[src/rtl/wb_adc16_onehot_decoder_if.sv]
// Stream/control bundle for wb_adc16_onehot_decoder.
// master: the controller that loads flag vectors and consumes (chip, lane) pairs.
// slave : the decoder itself.
interface wb_adc16_onehot_decoder_if #(
    parameter int N_CHIPS = 8,
    parameter int CNT_W   = 8
);
    logic [N_CHIPS*8-1:0] onehot_in;
    logic                 load;
    logic                 busy;
    logic                 out_valid;
    logic                 out_ready;
    logic [N_CHIPS-1:0]   chip_sel;
    logic [2:0]           lane_sel;
    logic                 done;
    logic [CNT_W-1:0]     emit_cnt;
    logic                 multi_err;

    modport master (
        output onehot_in, load, out_ready,
        input  busy, out_valid, chip_sel, lane_sel, done, emit_cnt, multi_err
    );

    modport slave (
        input  onehot_in, load, out_ready,
        output busy, out_valid, chip_sel, lane_sel, done, emit_cnt, multi_err
    );
endinterface

[src/rtl/wb_adc16_onehot_decoder.sv]
// wb_adc16_onehot_decoder
// Walks a captured N_CHIPS*8 flag vector (bit i*8+l = chip i, lane l) and
// emits every set bit, lowest index first, as a (one-hot chip, lane) pair on
// a valid/ready stream.
// Optional macro WB_ADC16_ONEHOT_DECODER_STRICT_EN: keep only the lowest set
// lane of each chip at capture and raise sticky multi_err on any multi-hot
// chip byte. Without it every set bit is emitted and multi_err is tied 0.
//
// state | meaning
// ------+-------------------------------------------------------------
// IDLE  | waiting for load; load captures onehot_in
// SCAN  | pick lowest pending bit; if nothing is pending, finish
// HOLD  | pair presented; wait for out_valid && out_ready
// FIN   | done pulse for this cycle, then back to IDLE
//
// The empty-vector check lives in SCAN so a zero load and the tail of a
// non-empty walk share one path: done always lands two cycles after the
// last accepted event (load or final handshake).
module wb_adc16_onehot_decoder #(
    parameter int N_CHIPS = 8,
    parameter int CNT_W   = 8
) (
    input  logic                     clk,
    input  logic                     rst_n,
    wb_adc16_onehot_decoder_if.slave bus
);
    localparam int W = N_CHIPS * 8;

    typedef enum logic [1:0] {
        ST_IDLE = 2'd0,
        ST_SCAN = 2'd1,
        ST_HOLD = 2'd2,
        ST_FIN  = 2'd3
    } state_t;

    state_t             state_q, state_d;
    logic [W-1:0]       pending_q, pending_d;
    logic [W-1:0]       cur_mask_q, cur_mask_d;
    logic [N_CHIPS-1:0] chip_sel_q, chip_sel_d;
    logic [2:0]         lane_sel_q, lane_sel_d;
    logic               out_valid_q, out_valid_d;
    logic [CNT_W-1:0]   emit_cnt_q, emit_cnt_d;

    logic [W-1:0]       cap_vec;
    logic [W-1:0]       low_mask;
    logic [N_CHIPS-1:0] low_chip;
    logic [2:0]         low_lane;

`ifdef WB_ADC16_ONEHOT_DECODER_STRICT_EN
    logic       cap_err;
    logic       multi_err_q;
    logic [7:0] byte_v;

    // Reduce each chip byte to its lowest set lane and flag multi-hot bytes.
    always_comb begin
        cap_vec = '0;
        cap_err = 1'b0;
        byte_v  = '0;
        for (int c = 0; c < N_CHIPS; c++) begin
            byte_v              = bus.onehot_in[c*8 +: 8];
            cap_vec[c*8 +: 8]   = byte_v & (~byte_v + 8'd1);
            if ((byte_v & (byte_v - 8'd1)) != 8'd0) begin
                cap_err = 1'b1;
            end
        end
    end

    // Sticky multi-hot flag, set only on an accepted load.
    always_ff @(posedge clk or negedge rst_n) begin
        if (!rst_n) begin
            multi_err_q <= 1'b0;
        end else if (state_q == ST_IDLE && bus.load && cap_err) begin
            multi_err_q <= 1'b1;
        end
    end

    assign bus.multi_err = multi_err_q;
`else
    assign cap_vec       = bus.onehot_in;
    assign bus.multi_err = 1'b0;
`endif

    // Priority pick of the lowest pending bit; descending loop so bit 0 wins.
    always_comb begin
        low_mask = '0;
        low_chip = '0;
        low_lane = '0;
        for (int j = W - 1; j >= 0; j--) begin
            if (pending_q[j]) begin
                low_mask          = '0;
                low_mask[j]       = 1'b1;
                low_chip          = '0;
                low_chip[j / 8]   = 1'b1;
                low_lane          = 3'(j % 8);
            end
        end
    end

    // Next-state and datapath update.
    always_comb begin
        state_d     = state_q;
        pending_d   = pending_q;
        cur_mask_d  = cur_mask_q;
        chip_sel_d  = chip_sel_q;
        lane_sel_d  = lane_sel_q;
        out_valid_d = out_valid_q;
        emit_cnt_d  = emit_cnt_q;
        case (state_q)
            ST_IDLE: begin
                if (bus.load) begin
                    pending_d  = cap_vec;
                    emit_cnt_d = '0;
                    state_d    = ST_SCAN;
                end
            end
            ST_SCAN: begin
                if (pending_q == '0) begin
                    state_d = ST_FIN;
                end else begin
                    chip_sel_d  = low_chip;
                    lane_sel_d  = low_lane;
                    cur_mask_d  = low_mask;
                    out_valid_d = 1'b1;
                    state_d     = ST_HOLD;
                end
            end
            ST_HOLD: begin
                if (bus.out_ready) begin
                    pending_d   = pending_q & ~cur_mask_q;
                    cur_mask_d  = '0;
                    if (emit_cnt_q != '1) begin
                        emit_cnt_d = emit_cnt_q + CNT_W'(1);
                    end
                    out_valid_d = 1'b0;
                    chip_sel_d  = '0;
                    lane_sel_d  = '0;
                    state_d     = ST_SCAN;
                end
            end
            ST_FIN: begin
                state_d = ST_IDLE;
            end
            default: begin
                state_d = ST_IDLE;
            end
        endcase
    end

    // State register.
    always_ff @(posedge clk or negedge rst_n) begin
        if (!rst_n) begin
            state_q <= ST_IDLE;
        end else begin
            state_q <= state_d;
        end
    end

    // Datapath registers; reset discards any walk in progress.
    always_ff @(posedge clk or negedge rst_n) begin
        if (!rst_n) begin
            pending_q   <= '0;
            cur_mask_q  <= '0;
            chip_sel_q  <= '0;
            lane_sel_q  <= '0;
            out_valid_q <= 1'b0;
            emit_cnt_q  <= '0;
        end else begin
            pending_q   <= pending_d;
            cur_mask_q  <= cur_mask_d;
            chip_sel_q  <= chip_sel_d;
            lane_sel_q  <= lane_sel_d;
            out_valid_q <= out_valid_d;
            emit_cnt_q  <= emit_cnt_d;
        end
    end

    assign bus.busy      = (state_q != ST_IDLE);
    assign bus.done      = (state_q == ST_FIN);
    assign bus.out_valid = out_valid_q;
    assign bus.chip_sel  = chip_sel_q;
    assign bus.lane_sel  = lane_sel_q;
    assign bus.emit_cnt  = emit_cnt_q;
endmodule

[src/flat_wrapper.sv]
// flat-port wrapper written by rule: the top's interface ports become plain ports
module wb_adc16_onehot_decoder_flat 
#(
    parameter int N_CHIPS = 8,
    parameter int CNT_W   = 8
)
  (clk, rst_n, bus_onehot_in, bus_load, bus_out_ready, bus_busy, bus_out_valid, bus_chip_sel, bus_lane_sel, bus_done, bus_emit_cnt, bus_multi_err);
  wb_adc16_onehot_decoder_if #(.N_CHIPS(N_CHIPS), .CNT_W(CNT_W)) bus_i ();
  input  logic clk;
  input  logic rst_n;
  input wire logic [$bits(bus_i.onehot_in)-1:0] bus_onehot_in;
  input wire logic [$bits(bus_i.load)-1:0] bus_load;
  input wire logic [$bits(bus_i.out_ready)-1:0] bus_out_ready;
  output wire logic [$bits(bus_i.busy)-1:0] bus_busy;
  output wire logic [$bits(bus_i.out_valid)-1:0] bus_out_valid;
  output wire logic [$bits(bus_i.chip_sel)-1:0] bus_chip_sel;
  output wire logic [$bits(bus_i.lane_sel)-1:0] bus_lane_sel;
  output wire logic [$bits(bus_i.done)-1:0] bus_done;
  output wire logic [$bits(bus_i.emit_cnt)-1:0] bus_emit_cnt;
  output wire logic [$bits(bus_i.multi_err)-1:0] bus_multi_err;
  assign bus_i.onehot_in = bus_onehot_in;
  assign bus_i.load = bus_load;
  assign bus_i.out_ready = bus_out_ready;
  assign bus_busy = bus_i.busy;
  assign bus_out_valid = bus_i.out_valid;
  assign bus_chip_sel = bus_i.chip_sel;
  assign bus_lane_sel = bus_i.lane_sel;
  assign bus_done = bus_i.done;
  assign bus_emit_cnt = bus_i.emit_cnt;
  assign bus_multi_err = bus_i.multi_err;
  wb_adc16_onehot_decoder #(.N_CHIPS(N_CHIPS), .CNT_W(CNT_W)) u_core (.clk(clk), .rst_n(rst_n), .bus(bus_i));
endmodule
[config.mk]
export PLATFORM = sky130hd
export DESIGN_NAME = wb_adc16_onehot_decoder_flat
export DESIGN_NICKNAME = d
export VERILOG_FILES = /design/src/rtl/wb_adc16_onehot_decoder_if.sv /design/src/rtl/wb_adc16_onehot_decoder.sv /design/src/flat_wrapper.sv
export SDC_FILE = /design/constraint.sdc
export NUM_CORES = 1
export LEC_CHECK = 0
export ABC_AREA = 1
export BUFFER_PORTS_ARGS = -buffer_cell sky130_fd_sc_hd__buf_4
export CELL_PAD_IN_SITES_DETAIL_PLACEMENT = 1
export CELL_PAD_IN_SITES_GLOBAL_PLACEMENT = 1
export CORE_MARGIN = 3
export CORE_UTILIZATION = 45
export DETAILED_ROUTE_END_ITERATION = 10
export GPL_ROUTABILITY_DRIVEN = 0
export GPL_TIMING_DRIVEN = 0
export PLACE_DENSITY_LB_ADDON = 0.1
export SYNTH_ARGS = -nofsm -noshare
export SYNTH_HDL_FRONTEND = slang
export SYNTH_SLANG_ARGS = --single-unit
[constraint.sdc]
create_clock -name clk -period 5.48 [get_ports clk]
set_input_delay 0.548 -clock clk [delete_from_list [all_inputs] [get_ports clk]]
set_output_delay 0.548 -clock clk [all_outputs]
set_load 0.01 [all_outputs]
==> results by group <==
STA
  – Count of final setup violators: 0
  – Slew headroom: 40.5%
  – Upper clock frequency limit: 293 MHz
  – Period minus WS final: 3.41 ns
  – Setup TNS: 0 ns
  – Fin. Hold Viols: 0
  – Final Skew: 0.0171 ns
  – RSZ-0062 raised after global routing: false
  – Final slew viol count: 0
  – Worst Tran Pin Value: 0.886 ns
  – Fin crit share: 62.3%

Outcome
  – Outcome: complete, no violations

Die
  – Die height: 139 um
  – I/O pin cnt: 91
  – Row cnt: 48
  – Initial Util: 46.0%
  – Chip width: 139 um
  – Die Area: 19400 sq um
  – Core ar.: 17400 sq um

Cells and area
  – Number of fill cells in the layout: 2220
  – Final Net Count: 1237
  – Most common cell after layout, fill and taps aside: nand2_1
  – Layout area overhead: 20.1%
  – Flip-flop and latch area: 3750 sq um
  – Commonest cells after routing, fill and taps aside: 249 x nand2_1, 150 x dfrtp_1, 136 x inv_1, 96 x nor2_1, 91 x buf_4
  – Layout cells sized above 1: 15.8%
  – # diodes: 0
  – Multi-input gate area in the final layout: 3420 sq um

Synth
  – Complex-gate fraction of the synthesized area: 14.7%
  – Ys async rst share: 100%
  – Seq/Total Area, Yosys: 47.0%
  – Mux cell area share after synthesis: 0%
  – Number of distinct library cells after synthesis: 33
  – Synthesized cell area: 7980 sq um
  – Yosys warnings: 0
  – Mapped Avg Cell Area: 7.55 sq um
  – Post-Synth Adder-Cell Area: 0.157%
  – Syn Nets: 1127
  – Main synth FF type: dfrtp_1
  – Synth Area in XOR/XNOR: 0%
  – Post-Syn Instances: 1058
  – Main combinational cell family by area after synthesis: simple AND/OR/NAND/NOR gates
  – #FFs+latches synth: 150
  – Post-Synth Simple-Gate Area: 27.9%
  – Post-synth EDFFs: 0

CTS
  – Latest clock arrival within the worst-skew pair: 0.45 ns
  – Worst-path clk slew: 0.07 ns
  – Clock tree sinks: 150
  – CTS Buf Count: 17
  – Longest Clk Path Bufs: 2
  – CTS tree: done
  – Post-CTS setup buffers: 0
  – H-Tree Level Count: 4
  – CTS Root Cell: clkbuf_16

Routing
  – Antenna viol nets, final: 0
  – Post-Route WL: 30.6 mm
  – Vias: 8275
  – Avg WL per Cell: 21.8 um
  – Drt first pass iters: 5
  – 1st-iter DRT viols: 707
  – Vias per std cell: 5.89
  – Drt drc: 0

Power and ir drop
  – Total power: 5510 uW
  – P_leak: 0.00448 uW
  – Max rail drop VDD: 267 uV
  – Power density over the cells: 575 nW/um^2

Worst setup path
  – Critical path class: flop to flop
  – R2r worst-path depth: 9
  – CP Data Required Time: 5.81 ns
  – Worst r2r src: u_core.pending_q[4]
  – Worst path arrival time: 3.75 ns
  – CP max FO: 9
  – Worst R2R End: u_core.cur_mask_q[44]
  – R2R setup slack: 2.07 ns
  – CP Launch Type: flop
  – Worst setup EP type: flop

Placed design
  – Dpl hpwl: 22.4 mm
  – Number of port buffers: 89

Global route
  – Initial antenna violation count: 0
  – Tot GR Track Use: 32.4%
  – Vias in the first global route: 8590
  – First-pass GRT wire length: 48.8 mm
  – Gr ovfl total: 0
  – Largest net degree at the start of global routing: 114

Hold path
  – Worst hold endpoint: u_core.pending_q[2]
  – Hold path start: bus_onehot_in[2]
  – Hold Path Depth: 3
  – Hold Path Class: input port to flop

Job
  – Max cap viols: 0
area by class of cell:
| type | instances | share of cell area, % |
|---|---|---|
| sequential | 150 | 39.1 |
| clock inverter | 13 | 1.77 |
| buffer | 44 | 2.23 |
| inverter | 158 | 6.18 |
| timing repair buffer | 91 | 7.44 |
| clock buffer | 19 | 4.62 |
| multi-input combinational | 706 | 35.7 |
| tap | 225 | 2.94 |
synthesized netlist by cell type, types with 5 or more instances:
cell | number | area, sq um
a21oi_1 | 46 | 230
buf_2 | 12 | 60.1
clkbuf_1 | 22 | 82.6
dfrtp_1 | 150 | 3750
inv_1 | 136 | 510
inv_2 | 22 | 82.6
nand2_1 | 249 | 935
nand3_1 | 36 | 180
nand4_1 | 37 | 231
nor2_1 | 96 | 360
nor2_2 | 15 | 93.8
nor3_1 | 59 | 295
nor4_1 | 5 | 31.3
o21ai_0 | 75 | 375
o21ai_1 | 12 | 60.1
o22ai_1 | 12 | 75.1
o31ai_1 | 13 | 97.6
o32ai_1 | 20 | 175
o41ai_1 | 13 | 114
kinds of logic (layout without fill, tap and decap cells):
logic type,count (synthesis),after routing
AO/OA/AOI/OAI,196,196
adder cells (fa/ha/maj),1,1
buffers and inverters,202,325
flip-flops,150,150
other,1,1
AND/OR/NAND/NOR,508,508
power breakdown:
part,total [uW],internal (uW),switching (uW)
registers,1690,1380,313
logic,2570,678,1900
clock network,1240,733,509
flip-flops by register name (all words and copies together) (netlist names):
name                  flops
u_core.pending_q         64
u_core.bus.chip_sel       8
u_core.cur_mask_q        64
u_core.bus.out_valid      1
u_core.bus.emit_cnt       8
u_core.state_q            2
u_core.bus.lane_sel       3
critical path, stage by stage, from the launching register on:
cell and delay [ns]:
dfrtp_1 0.46, nor2_2 0.50, inv_2 0.24, nor2_1 0.29, inv_2 0.11, nor2_2 0.40
inv_2 0.10, nor2_1 0.48, nand2_1 0.33, o41ai_1 0.38
stage by stage:
| step | instances | worst slack [ns] | cell area, sq um | hold slack, ns | util (%) |
|---|---|---|---|---|---|
| 6_report | 1406 | 2.07 | 9590 | 0.299 | 55.3 |
| 3_3_place_gp | 1372 | 2.23 | 8930 | 0.468 | 51.5 |
| 4_1_cts | 1406 | 2.23 | 9590 | 0.298 | 55.3 |
| 5_1_grt | 1406 | 1.95 | 9590 | 0.309 | 55.3 |
| 3_5_place_dp | 1373 | 2.24 | 8970 | 0.447 | 51.7 |
| 2_1_floorplan | 1058 | 3.37 | 7980 | 0.252 | - |
metal layers:
layer	vias to the layer above	wire length, um	track usage (%)
li1	3718	-	-
met1	4098	12900	43.1
met3	100	1890	5.83
met5	-	0	0
met4	0	1400	15.1
met2	359	14400	51.6
how the worst max path moves through the flow:
stage                               startpoint               endpoint  slack, ns  cells after the start
after floorplan           u_core.pending_q[13]  u_core.cur_mask_q[51]       3.37                     17
after global placement     u_core.pending_q[4]  u_core.cur_mask_q[44]       2.23                      9
after detailed placement   u_core.pending_q[4]  u_core.cur_mask_q[30]       2.24                      9
after CTS                  u_core.pending_q[4]  u_core.cur_mask_q[30]       2.23                      9
after global routing       u_core.pending_q[4]  u_core.cur_mask_q[41]       1.95                      9
final                      u_core.pending_q[4]  u_core.cur_mask_q[44]       2.07                      9
repair_timing:
action | in CTS | in global routing
hold buffers | 1 | 0
resized for setup | 0 | 0
hold endpoints to repair | 37 | 0
(Power assumes the default switching activity.)
